$ cat src/rtl/alu_pkg.sv
// Shared types and constants for the ALU issue stage.
// Contains the ALU opcode encoding, the stage FSM encoding and the zero-register address.
package alu_pkg;

    typedef enum logic [2:0] {
        ALU_ADD = 3'b000,
        ALU_SUB = 3'b001,
        ALU_AND = 3'b010,
        ALU_OR  = 3'b011,
        ALU_SLT = 3'b101
    } alu_op_e;

    typedef enum logic [1:0] {
        EMPTY     = 2'd0,
        FULL      = 2'd1,
        LU_BUBBLE = 2'd2
    } stage_state_e;

    localparam int unsigned REG_ZERO = 0;

    // True only for the five opcodes the ALU executes; 100, 110 and 111 are illegal.
    function automatic logic op_is_legal(input logic [2:0] op);
        case (op)
            ALU_ADD, ALU_SUB, ALU_AND, ALU_OR, ALU_SLT: op_is_legal = 1'b1;
            default:                                    op_is_legal = 1'b0;
        endcase
    endfunction

endpackage

$ cat src/rtl/operand_fwd.sv
// Forwarding mux for one source operand.
// Priority: x0, then EX result (non-load), then WB data, then register file.
module operand_fwd
    import alu_pkg::*;
#(
    parameter int N    = 32,
    parameter int REGW = 5
) (
    input  logic [REGW-1:0] rs_addr,
    input  logic [N-1:0]    rf_data,
    input  logic [REGW-1:0] ex_rd_addr,
    input  logic            ex_reg_write,
    input  logic            ex_is_load,
    input  logic [N-1:0]    ex_result,
    input  logic [REGW-1:0] wb_rd_addr,
    input  logic            wb_reg_write,
    input  logic [N-1:0]    wb_data,
    output logic [N-1:0]    fwd_data
);

    always_comb begin
        // NOTE: the register-file value is assigned first so every path drives fwd_data and no latch is inferred.
        fwd_data = rf_data;
        if (rs_addr == REGW'(REG_ZERO)) begin
            fwd_data = '0;
        end else if (ex_reg_write && !ex_is_load && (ex_rd_addr == rs_addr)) begin
            fwd_data = ex_result;
        end else if (wb_reg_write && (wb_rd_addr == rs_addr)) begin
            fwd_data = wb_data;
        end
    end

endmodule

$ cat src/rtl/alu_issue_stage.sv
// ID/EX stage: captures decoded instructions, resolves forwarding and load-use hazards,
// and registers the ALU operands plus destination metadata for EX.
module alu_issue_stage
    import alu_pkg::*;
#(
    parameter int N    = 32,
    parameter int REGW = 5,
    parameter int CNTW = 32
) (
    input  logic            clk,
    input  logic            rstn,
    input  logic            in_valid,
    output logic            in_ready,
    input  logic [REGW-1:0] in_rs1_addr,
    input  logic [REGW-1:0] in_rs2_addr,
    input  logic [N-1:0]    in_rs1_data,
    input  logic [N-1:0]    in_rs2_data,
    input  logic [N-1:0]    in_imm,
    input  logic            in_use_imm,
    input  logic [2:0]      in_alu_control,
    input  logic [REGW-1:0] in_rd_addr,
    input  logic            in_reg_write,
    input  logic            in_is_load,
    input  logic            flush,
    input  logic [REGW-1:0] ex_rd_addr,
    input  logic            ex_reg_write,
    input  logic            ex_is_load,
    input  logic [N-1:0]    ex_result,
    input  logic [REGW-1:0] wb_rd_addr,
    input  logic            wb_reg_write,
    input  logic [N-1:0]    wb_data,
    output logic            out_valid,
    input  logic            out_ready,
    output logic [N-1:0]    alu_a,
    output logic [N-1:0]    alu_b,
    output logic [2:0]      alu_control,
    output logic [REGW-1:0] out_rd_addr,
    output logic            out_reg_write,
    output logic            out_is_load,
    output logic            illegal_op,
    output logic [CNTW-1:0] stall_cnt
);

    localparam logic [1:0] S_EMPTY     = EMPTY;
    localparam logic [1:0] S_FULL      = FULL;
    localparam logic [1:0] S_LU_BUBBLE = LU_BUBBLE;

    logic [1:0]      state_q, state_d;
    logic [N-1:0]    alu_a_q, alu_b_q;
    logic [2:0]      alu_control_q;
    logic [REGW-1:0] rd_addr_q;
    logic            reg_write_q, is_load_q, illegal_q;
    logic [CNTW-1:0] stall_cnt_q, stall_cnt_d;

    logic [N-1:0] fwd_rs1, fwd_rs2;
    logic         ex_load_pending, hz_rs1, hz_rs2, hazard;
    logic         capture, drain, op_legal;

    operand_fwd #(.N(N), .REGW(REGW)) u_fwd_rs1 (
        .rs_addr      (in_rs1_addr),
        .rf_data      (in_rs1_data),
        .ex_rd_addr   (ex_rd_addr),
        .ex_reg_write (ex_reg_write),
        .ex_is_load   (ex_is_load),
        .ex_result    (ex_result),
        .wb_rd_addr   (wb_rd_addr),
        .wb_reg_write (wb_reg_write),
        .wb_data      (wb_data),
        .fwd_data     (fwd_rs1)
    );

    operand_fwd #(.N(N), .REGW(REGW)) u_fwd_rs2 (
        .rs_addr      (in_rs2_addr),
        .rf_data      (in_rs2_data),
        .ex_rd_addr   (ex_rd_addr),
        .ex_reg_write (ex_reg_write),
        .ex_is_load   (ex_is_load),
        .ex_result    (ex_result),
        .wb_rd_addr   (wb_rd_addr),
        .wb_reg_write (wb_reg_write),
        .wb_data      (wb_data),
        .fwd_data     (fwd_rs2)
    );

    // A load in EX has no data yet, so a matching source must wait one cycle for WB.
    assign ex_load_pending = ex_is_load && ex_reg_write && (ex_rd_addr != REGW'(REG_ZERO));
    assign hz_rs1          = ex_load_pending && (ex_rd_addr == in_rs1_addr);
    assign hz_rs2          = ex_load_pending && (ex_rd_addr == in_rs2_addr) && !in_use_imm;
    assign hazard          = in_valid && (hz_rs1 || hz_rs2);

    assign out_valid = (state_q == S_FULL);
    assign in_ready  = !flush && !hazard && (!out_valid || out_ready);
    assign capture   = in_valid && in_ready;
    assign drain     = out_valid && out_ready;
    assign op_legal  = op_is_legal(in_alu_control);

    always_comb begin
        state_d = state_q;
        if (flush) begin
            state_d = S_EMPTY;
        end else begin
            case (state_q)
                S_EMPTY: begin
                    if (capture)     state_d = S_FULL;
                    else if (hazard) state_d = S_LU_BUBBLE;
                end
                S_FULL: begin
                    if (drain && !capture) state_d = S_EMPTY;
                end
                S_LU_BUBBLE: begin
                    state_d = capture ? S_FULL : S_EMPTY;
                end
                default: state_d = S_EMPTY;
            endcase
        end
    end

    always_comb begin
        stall_cnt_d = stall_cnt_q;
        if (hazard && !flush && (stall_cnt_q != '1)) begin
            stall_cnt_d = stall_cnt_q + 1'b1;
        end
    end

    always_ff @(posedge clk or negedge rstn) begin
        // NOTE: datapath registers are reset as well, so every output reads 0 straight out of reset.
        if (!rstn) begin
            state_q       <= S_EMPTY;
            alu_a_q       <= '0;
            alu_b_q       <= '0;
            alu_control_q <= '0;
            rd_addr_q     <= '0;
            reg_write_q   <= 1'b0;
            is_load_q     <= 1'b0;
            illegal_q     <= 1'b0;
            stall_cnt_q   <= '0;
        end else begin
            // NOTE: non-blocking assignments so all registers update from pre-edge values.
            state_q     <= state_d;
            stall_cnt_q <= stall_cnt_d;
            if (capture) begin
                alu_a_q       <= fwd_rs1;
                alu_b_q       <= in_use_imm ? in_imm : fwd_rs2;
                alu_control_q <= op_legal ? in_alu_control : ALU_ADD;
                rd_addr_q     <= in_rd_addr;
                reg_write_q   <= in_reg_write;
                is_load_q     <= in_is_load;
                if (!op_legal) illegal_q <= 1'b1;
            end
        end
    end

    assign alu_a         = alu_a_q;
    assign alu_b         = alu_b_q;
    assign alu_control   = alu_control_q;
    assign out_rd_addr   = rd_addr_q;
    assign out_reg_write = reg_write_q;
    assign out_is_load   = is_load_q;
    assign illegal_op    = illegal_q;
    assign stall_cnt     = stall_cnt_q;

endmodule

$ cat config.mk
export PLATFORM = sky130hd
export DESIGN_NAME = alu_issue_stage
export DESIGN_NICKNAME = d
export VERILOG_FILES = /design/src/rtl/alu_pkg.sv /design/src/rtl/operand_fwd.sv /design/src/rtl/alu_issue_stage.sv
export SDC_FILE = /design/constraint.sdc
export NUM_CORES = 1
export LEC_CHECK = 0
export ABC_AREA = 0
export CELL_PAD_IN_SITES_DETAIL_PLACEMENT = 1
export CELL_PAD_IN_SITES_GLOBAL_PLACEMENT = 1
export CORE_MARGIN = 5
export CORE_UTILIZATION = 32
export DETAILED_ROUTE_END_ITERATION = 6
export PLACE_DENSITY_LB_ADDON = 0.1
export SETUP_SLACK_MARGIN = 0.02
export SKIP_LAST_GASP = 1
export SLEW_MARGIN = 20
export SYNTH_ARGS = -nofsm -noshare
export SYNTH_HDL_FRONTEND = slang
export SYNTH_SLANG_ARGS = --single-unit
$ cat constraint.sdc
create_clock -name clk -period 5.58 [get_ports clk]
set_input_delay 0.837 -clock clk [delete_from_list [all_inputs] [get_ports clk]]
set_output_delay 0.837 -clock clk [all_outputs]
set_load 0.05 [all_outputs]
==> flow_summary.yaml <==
sta:
  worst_slew_pin_slew_ns: 1.08
  fin_crit_ns: 4.08
  hold_viol_final: 0
  clock.fmax_mhz: 245
  slew_headroom_pct: 28.1
  rsz0062_at_grt: "false"
  period_share_pct: 73.1
  fin_hold_ws_ns: 0.473
  finalSetupViolations: 0
  fin_skew_ns: 0.00969
  tns_ns: 0
  drv_slew: 0
placement:
  gp_congestion: 0.820
  port_buffers: 307
  postPlaceCellArea_mm2: 0.00971
  hpwl_um: 19300
  placedCellCount: 1259
worst_setup_path:
  slowest_stage: "clkdlybuf4s50_1"
  cp_top_family: "buffers and inverters"
  critical_path_class: "in -> out"
  crit_buf_inv: 2
  critPathMaxStageDelay_ns: 0.80
  setup.worst_path.start: "ex_rd_addr[0]"
  path_cells: "clkdlybuf4s50_1 -> or4_1 -> o21ai_2 -> nand2b_1 -> and2_1 -> clkdlybuf4s50_1"
  start_kind: "primary input"
  cp_max_fo: 4
  crit_cells: 6
  endpoint_kind: "output port"
  r2r_setup_slack_ns: 3.19
  worstPathArrival_ns: 3.24
  r2r_cells: 6
  rr_endpoint: "alu_a[0]$_DFFE_PN0P_"
  crit_path_frequent_cell: "clkdlybuf4s50_1"
  required_ns: 4.74
  rr_startpoint: "state_q[0]$_DFFE_PN0P_"
  cp-endpoint: "in_ready"
clock_tree:
  ctsHoldBuffers: 0
  cts_inserted_buffers: 9
  postCtsResizedCells: 0
  ctsRootBufferMaster: "clkbuf_16"
  postCtsSetupRepairBufs: 0
  htree_levels: 3
  clock_path_buffers: 2
  clkTransAtPathRegs_ns: 0.08
  cts_tree: "done"
  clock_latency_ns: 0.35
  cts.sinks: 109
synth:
  yosys.area.top_type: "dfrtp_1"
  synth-edff-count: 0
  synthArstFlopShare_pct: 100
  synth_area_mm2: 0.00654
  yosysWarningCount: 0
  synth.distinct_cells: 43
  avgSynthCellArea_um2: 8.97
  seq_area_frac_synth_pct: 41.7
  synth.most_common_cell: "nand2_1"
  synth_area_leaders: "dfrtp_1 (42%), nand2_1 (11%), mux2_4 (9.0%)"
  synth.ff_latch_count: 109
  synth_common_cells: "nand2_1 (184), dfrtp_1 (109), nor2_1 (76)"
  synth_fp_nets: 929
  synth_top_cell_area_share_pct: 41.7
  synthFlopType: "dfrtp_1"
  synthCells: 729
grt:
  grt_usage_pct: 22.1
  overflow: 0
  grt_pass1_wl_um: 41200
  grt_pass1_vias: 6982
  grt_max_degree: 60
  antenna_found_initial: 2
final_layout:
  post_route_cells_drive_above_1_share_pct: 7.96
  syn2layout_area_growth_pct: 53.5
  nFillCells: 2324
  fin_area_mm2: 0.0100
  layout.cells.non_filler: 1277
  final_net_count: 1200
drt:
  drtIter0Drc: 292
  wl_um: 26600
  vias_per_cell: 5.17
  drc: 0
  routedWlPerCell_um: 20.8
  ant_nets: 0
  via_count: 6596
  dr.pass1.iters: 4
die:
  rows: 52
  die_h_um: 153
  pin_count: 308
  core_area_mm2: 0.0202
  start_util_pct: 32.4
  die_area_mm2: 0.0234
  die_x_um: 153
power:
  vdd_drop_max_mv: 0.173
  powerDensity_mw_per_mm2: 265
  p_leak_nw: 4.12
run:
  max_cap_viol_count: 0
outcome:
  status: "completed"
min_path:
  hold_class: "reg -> reg"
-- metrics by stage --
| stage | setup slack [ns] | total power [W] | utilization (%) |
|---|---|---|---|
| floorplan | 2.64 | 0.00152 | - |
| global placement | 1.51 | 0.00194 | 48.1 |
| detailed placement | 1.50 | 0.00196 | 48.1 |
| CTS | 1.49 | 0.00270 | 49.8 |
| global route | 1.42 | 0.00278 | 49.8 |
| finish | 1.50 | 0.00266 | 49.8 |
-- layer usage --
layer  wire, µm  track usage [%]
met1      11600             28.2
met3       2120             7.01
met5          0                0
met4        433             5.81
met2      12400             36.6
-- report_power, final --
group	internal, W	switching (W)	leakage, nW
combinational	0.000420	0.000573	2.63
sequential	0.000885	0.0000563	1.34
clock	0.000402	0.000324	0.159
-- registers in the layout, summed over array words and instances, names as in the netlist --
name,cells
state_q,2
out_reg_write,1
alu_a,32
out_is_load,1
alu_control,3
illegal_op,1
stall_cnt,32
out_rd_addr,5
alu_b,32
-- how the worst min path moves through the flow --
stage,start,depth (start not counted),to,slack (ns)
6_report,illegal_op$_DFFE_PN0P_,1,illegal_op$_DFFE_PN0P_,0.47
5_1_grt,illegal_op$_DFFE_PN0P_,1,illegal_op$_DFFE_PN0P_,0.50
4_1_cts,illegal_op$_DFFE_PN0P_,1,illegal_op$_DFFE_PN0P_,0.47
3_5_place_dp,illegal_op$_DFFE_PN0P_,1,illegal_op$_DFFE_PN0P_,0.46
3_3_place_gp,alu_control[1]$_DFFE_PN0P_,2,alu_control[1]$_DFFE_PN0P_,0.45
2_1_floorplan,state_q[0]$_DFFE_PN0P_,1,state_q[1]$_DFFE_PN0P_,0.45
-- logic make-up after synthesis --
kind of cell | after synthesis | synth area share, %
simple gates | 334 | 21.8
compound gates | 138 | 15.2
fa+ha+maj | 1 | 0.191
flops | 109 | 41.7
buf+inv | 56 | 5.18
mux | 40 | 9.12
xor+xnor | 51 | 6.83
-- cell type report --
class                   instances  area (µm²)  area share (%)
clock buffers                   9         225            2.24
flip-flops and latches        109        2730            27.2
inverters                       3        11.3           0.112
clock inverters                 7         105            1.05
multi-input cells             564        3510            34.9
well taps                     270         338            3.36
diodes                          2        5.00          0.0498
repair buffers                313        3120            31.1
-- cells in the final DEF (no fill, tap or decap), types with 2 or more instances in the layout --
| cell | count |
|---|---|
| or3b_2 | 2 |
| a31oi_1 | 64 |
| nor2b_1 | 2 |
| nand2b_1 | 3 |
| clkdlybuf4s50_1 | 305 |
| or3_1 | 2 |
| xnor2_1 | 28 |
| inv_6 | 2 |
| nand3_2 | 3 |
| nand4_1 | 12 |
| or4_1 | 2 |
| bufinv_16 | 2 |
| buf_4 | 6 |
| dfrtp_1 | 109 |
| nor2_1 | 76 |
| and3_2 | 2 |
| inv_1 | 3 |
| o21ai_0 | 32 |
| nor4_1 | 6 |
| clkbuf_16 | 9 |
| nor3_1 | 14 |
| nand2_1 | 184 |
| nand3_1 | 15 |
| diode_2 | 2 |
| and3_1 | 6 |
| a311o_1 | 32 |
| mux2_4 | 39 |
| xor2_1 | 23 |
Power figures use the tool's default switching activity.
